===== src/rtl/collision_tracker_pkg.sv =====
// rtl/collision_tracker_pkg.sv - shared state encoding and default constants for the collision tracker
package collision_tracker_pkg;

    typedef enum logic [1:0] {
        ST_PLAY   = 2'd0,
        ST_INVINC = 2'd1,
        ST_OVER   = 2'd2
    } state_t;

    localparam int DEF_N_BLOCKS   = 6;
    localparam int DEF_POS_W      = 10;
    localparam int DEF_LANE_W     = 2;
    localparam int DEF_HIT_TOP    = 380;
    localparam int DEF_HIT_BOT    = 480;
    localparam int DEF_LIVES      = 3;
    localparam int DEF_INV_FRAMES = 60;

endpackage


===== src/rtl/collision_tracker_hit_window_cmp.sv =====
// rtl/collision_tracker_hit_window_cmp.sv - single block window and lane overlap compare
module hit_window_cmp
    import collision_tracker_pkg::*;
#(
    parameter int POS_W   = DEF_POS_W,
    parameter int LANE_W  = DEF_LANE_W,
    parameter int HIT_TOP = DEF_HIT_TOP,
    parameter int HIT_BOT = DEF_HIT_BOT
) (
    input  logic [POS_W-1:0]  pos,
    input  logic [LANE_W-1:0] lane,
    input  logic [LANE_W-1:0] people,
    output logic              overlap
);

    // Both window bounds are exclusive; positions are unsigned.
    always_comb begin
        overlap = (pos > POS_W'(HIT_TOP)) && (pos < POS_W'(HIT_BOT)) && (lane == people);
    end

endmodule


===== src/rtl/collision_tracker.sv =====
// rtl/collision_tracker.sv - block/player collision detection with lives and invincibility window
module collision_tracker
    import collision_tracker_pkg::*;
#(
    parameter int N_BLOCKS   = DEF_N_BLOCKS,
    parameter int POS_W      = DEF_POS_W,
    parameter int LANE_W     = DEF_LANE_W,
    parameter int HIT_TOP    = DEF_HIT_TOP,
    parameter int HIT_BOT    = DEF_HIT_BOT,
    parameter int LIVES      = DEF_LIVES,
    parameter int INV_FRAMES = DEF_INV_FRAMES
) (
    input  logic                         clk,
    input  logic                         rst_n,
    input  logic                         active,
    input  logic                         frame_tick,
    input  logic                         restart,
    input  logic [N_BLOCKS*POS_W-1:0]    pos_blocks,
    input  logic [N_BLOCKS*LANE_W-1:0]   lanes,
    input  logic [LANE_W-1:0]            people,
    output logic                         hit_now,
    output logic                         hit_pulse,
    output logic [$clog2(LIVES+1)-1:0]   lives,
    output logic                         invincible,
    output logic                         game_over
);

    localparam int LIFE_W = $clog2(LIVES + 1);
    localparam int CNT_W  = (INV_FRAMES < 1) ? 1 : $clog2(INV_FRAMES + 1);

    logic [N_BLOCKS-1:0] overlap;

    logic              hit_now_q,   hit_now_d;
    logic              hit_pulse_q, hit_pulse_d;
    logic [LIFE_W-1:0] lives_q,     lives_d;
    logic [CNT_W-1:0]  cnt_q,       cnt_d;
    state_t            state_q,     state_d;

    genvar gi;
    generate
        for (gi = 0; gi < N_BLOCKS; gi++) begin : g_cmp
            hit_window_cmp #(
                .POS_W   (POS_W),
                .LANE_W  (LANE_W),
                .HIT_TOP (HIT_TOP),
                .HIT_BOT (HIT_BOT)
            ) u_cmp (
                .pos     (pos_blocks[gi*POS_W +: POS_W]),
                .lane    (lanes[gi*LANE_W +: LANE_W]),
                .people  (people),
                .overlap (overlap[gi])
            );
        end
    endgenerate

    // Any overlapping block counts as a single hit; detection is blanked outside gameplay.
    always_comb begin
        hit_now_d = active & (|overlap);
    end

    // Next-state logic: restart wins over everything but reset; inactive scenes freeze the game.
    always_comb begin
        state_d     = state_q;
        lives_d     = lives_q;
        cnt_d       = cnt_q;
        hit_pulse_d = 1'b0;
        if (restart) begin
            state_d = ST_PLAY;
            lives_d = LIFE_W'(LIVES);
            cnt_d   = '0;
        end else if (active) begin
            case (state_q)
                ST_PLAY: begin
                    if (hit_now_q) begin
                        hit_pulse_d = 1'b1;
                        if (lives_q <= LIFE_W'(1)) begin
                            lives_d = '0;
                            state_d = ST_OVER;
                        end else begin
                            lives_d = lives_q - LIFE_W'(1);
                            cnt_d   = CNT_W'(INV_FRAMES);
                            state_d = (INV_FRAMES == 0) ? ST_PLAY : ST_INVINC;
                        end
                    end
                end
                ST_INVINC: begin
                    if (frame_tick) begin
                        if (cnt_q <= CNT_W'(1)) begin
                            cnt_d   = '0;
                            state_d = ST_PLAY;
                        end else begin
                            cnt_d = cnt_q - CNT_W'(1);
                        end
                    end
                end
                default: begin
                end
            endcase
        end
    end

    // State registers with synchronous active-low reset.
    always_ff @(posedge clk) begin
        if (!rst_n) begin
            hit_now_q   <= 1'b0;
            hit_pulse_q <= 1'b0;
            lives_q     <= LIFE_W'(LIVES);
            cnt_q       <= '0;
            state_q     <= ST_PLAY;
        end else begin
            hit_now_q   <= hit_now_d;
            hit_pulse_q <= hit_pulse_d;
            lives_q     <= lives_d;
            cnt_q       <= cnt_d;
            state_q     <= state_d;
        end
    end

    assign hit_now    = hit_now_q;
    assign hit_pulse  = hit_pulse_q;
    assign lives      = lives_q;
    assign invincible = (state_q == ST_INVINC);
    assign game_over  = (state_q == ST_OVER);

endmodule


===== config.mk =====
export PLATFORM = sky130hd
export DESIGN_NAME = collision_tracker
export DESIGN_NICKNAME = d
export VERILOG_FILES = /design/src/rtl/collision_tracker_pkg.sv /design/src/rtl/collision_tracker_hit_window_cmp.sv /design/src/rtl/collision_tracker.sv
export SDC_FILE = /design/constraint.sdc
export NUM_CORES = 1
export LEC_CHECK = 0
export ABC_AREA = 1
export CAP_MARGIN = 25
export CORE_ASPECT_RATIO = 0.8
export CORE_UTILIZATION = 32
export CTS_BUF_LIST = sky130_fd_sc_hd__clkbuf_2
export DETAILED_ROUTE_END_ITERATION = 7
export MAX_ROUTING_LAYER = met4
export PLACE_DENSITY_LB_ADDON = 0.3
export REMOVE_ABC_BUFFERS = 1
export SYNTH_ARGS = -nofsm -noshare
export SYNTH_HDL_FRONTEND = slang
export SYNTH_SLANG_ARGS = --single-unit

===== constraint.sdc =====
create_clock -name clk -period 1.35 [get_ports clk]
set_clock_uncertainty 0.1 [all_clocks]
set_input_delay 0.2025 -clock clk [delete_from_list [all_inputs] [get_ports clk]]
set_output_delay 0.2025 -clock clk [all_outputs]
set_load 0.005 [all_outputs]

==> impl_metrics.toml <==
[cts]
max-clock-path-buffers = 2
clk_latency_ps = 280
cts_inserted_buffers = 3
cts_root_buf = "clkbuf_2"
clock_sink_count = 12
cts_max_level = 1
cts.clk_slew.worst_paths_ps = 130
tritoncts = "done"

[power]
finalPower_uw = 959
p_per_area_nw_per_um2 = 399
p_leak_nw = 1.17
ir_drop_uv = 194

[placed_design]
port_buffers = 84
dpl_cell_area_sq_um = 2230
dpl.hpwl_mm = 3.30
place_congestion = 0.842
post-place-ws_ps = -292

[detailed_routing]
drt_wl_total_mm = 4.12
drt-initial-drc-count = 78
num_vias = 1676
drcViolationCount = 0
wl_per_cell_microns = 10.9
vias_per_cell = 4.43
drtAntennaViolNets = 0
firstDrtPassIters = 4

[finish]
drive_gt1_share_pct = 20.5
nets = 418
final_cell_area_sq_um = 2400
seqCellArea_sq_um = 254
fill_cells = 292
multiInputGateArea_sq_um = 860
antennaDiodeCount = 0
areaGrowthSynthToFinish_pct = 104

[sta]
finalSetupViolCount = 7
fin_crit_ps = 1460
slew_viol_final = 0
setup_slack_ps = -106
whs_ps = 482
max_freq_mhz = 687
slew-limit-headroom_pct = 82.4
final-hold-violation-count = 0
setup_tns_ps = -422
tightest_slew_ps = 263
rsz0062_at_grt = "true"
period_share_pct = 108

[logic_synthesis]
synth-xor-area-share_pct = 0.745
synth.cell_area_sq_um = 1180
ys_seq_area_share_pct = 20.4
ys_types = 21
synth_top_family_by_area = "simple AND/OR/NAND/NOR gates"
synth.area.top_cells = "nand2_1, dfxtp_1, inv_1"
synthAdderAreaFrac_pct = 2.13
synth_seq_cells = 12
synthMuxAreaShare_pct = 0
synth_top_cell_area_share_pct = 22.3
synth-simple-area-share_pct = 53.7
ys_warn_count = 0
syn_inst = 220
syn_avg_cell_area_sq_um = 5.35
synth_compound_area_share_pct = 8.19
yosysTopAreaCell = "nand2_1"

[worst_setup_path]
path_buf_inv = 3
crit_path_start_kind = "flip-flop"
worstPathRequired_ps = 1480
crit_family = "flip-flops"
cp.arrival_ps = 1590
path_cells = "inv_4 -> ha_4 -> o21ai_2 -> nor2_1 -> inv_2 -> o21ai_1 -> o21ai_1 -> inv_1 -> nor2_1"
reg2reg_slack_ps = -110
setup.worst_path.class = "flip-flop to flip-flop"
cp_slowest_cell = "dfxtp_4"
max_stage_delay_ps = 410
cp_max_fo = 4
crit_path_end_kind = "flip-flop"

[global_route]
grt_pass1_vias = 1706
grt_pass1_wl_mm = 6.93
grt_use_total_pct = 22.0
grt_overflow = 0
antenna_found_initial = 0
grt_max_degree = 8

[run_status]
violations = "setup timing"
status = "finished with violations"

[die]
num_io_pins = 85
die_y_microns = 56.2
dieArea_sq_um = 3920
die_w_microns = 69.8
start_util_pct = 33.9
core_area_sq_um = 3470
rows = 19

[hold_path]
hold_class = "primary input to flip-flop"

[job]
timing.max_cap.violations = 0
[worst register-to-register path: cells and delay by family (launching register included)]
| family | cells | cell delay, ps |
|---|---|---|
| simple gates | 2 | 150 |
| buf+inv | 3 | 220 |
| compound gates | 3 | 370 |
| flops | 1 | 410 |
| fa+ha+maj | 1 | 160 |
[Yosys cell counts]
cell	instances
a211oi_1	1
a21oi_1	9
and2_1	1
clkinv_2	1
dfxtp_1	12
ha_1	2
inv_1	44
inv_2	1
nand2_1	70
nand2_4	1
nand3_1	23
nand3_4	1
nand3b_1	3
nand4_4	1
nor2_1	37
nor2_8	1
nor3_1	2
o21ai_0	7
o21ai_2	1
or2_2	1
xor2_1	1
[state kept, by name, summed over array words and instances, names as in the netlist]
name and flops:
cnt_q 6, hit_now 1, hit_pulse 1, lives 2, state_q 2
[per-layer routing]
metal  vias up  global-route usage [%]  part of all wire [%]
li1        902                       -                     -
met1       704                    26.5                    43
met2        61                    38.7                    51
met3         9                    3.44                   5.1
met4         0                    4.57                   1.1
met5         -                       -                     0
[cell families (layout without fill, tap and decap cells)]
kind of cell | Yosys count | after routing
AND/OR/NAND/NOR | 141 | 141
buffers and inverters | 46 | 162
flip-flops | 12 | 12
XOR/XNOR | 1 | 1
adder cells (fa/ha/maj) | 2 | 2
AO/OA/AOI/OAI | 18 | 18
[final cells by class]
class	instances	area share, %
multi-input combinational	162	35.8
tap	42	2.19
clock buffer	3	0.625
inverter	46	7.44
clock inverter	1	0.156
sequential	12	10.6
timing repair buffer	112	43.3
[power breakdown]
group	switching [mW]	total, mW	internal, mW
Clock	0.131	0.195	0.0643
Combinational	0.136	0.407	0.272
Sequential	0.00262	0.356	0.354
[repair_timing]
item                                    CTS  global route
hold buffers                              0             0
endpoints found under the setup margin   14            12
pin swaps                                 8             5
resized for setup                        42            14
buffers inserted                          5             1
[per-stage QoR]
stage	std cells	util, %
5_1_grt	378	69.3
6_report	378	69.3
3_3_place_gp	368	64.4
3_5_place_dp	368	64.4
4_1_cts	377	68.1
2_1_floorplan	220	-
[worst paths after layout]
path	start	to	depth (start not counted)
max	cnt_q[0]	cnt_q[3]	9
min	rst_n	hit_now	4
max reg2reg	cnt_q[0]	cnt_q[3]	9
min reg2reg	cnt_q[4]	cnt_q[4]	2
[cell usage in the layout (no fill, tap or decap), drive strengths merged]
cell type / instances
nand2: 71
dfxtp: 12
and2: 1
ha: 2
clkinv: 2
or2: 1
nor3: 2
inv: 45
a211oi: 1
a21oi: 9
clkbuf: 4
nand3b: 3
nor2: 38
dlygate4sd2: 4
xor2: 1
nand4: 1
clkdlybuf4s50: 78
nand3: 24
o21ai: 8
buf: 29
No activity file was read; power rests on OpenSTA's default activity.
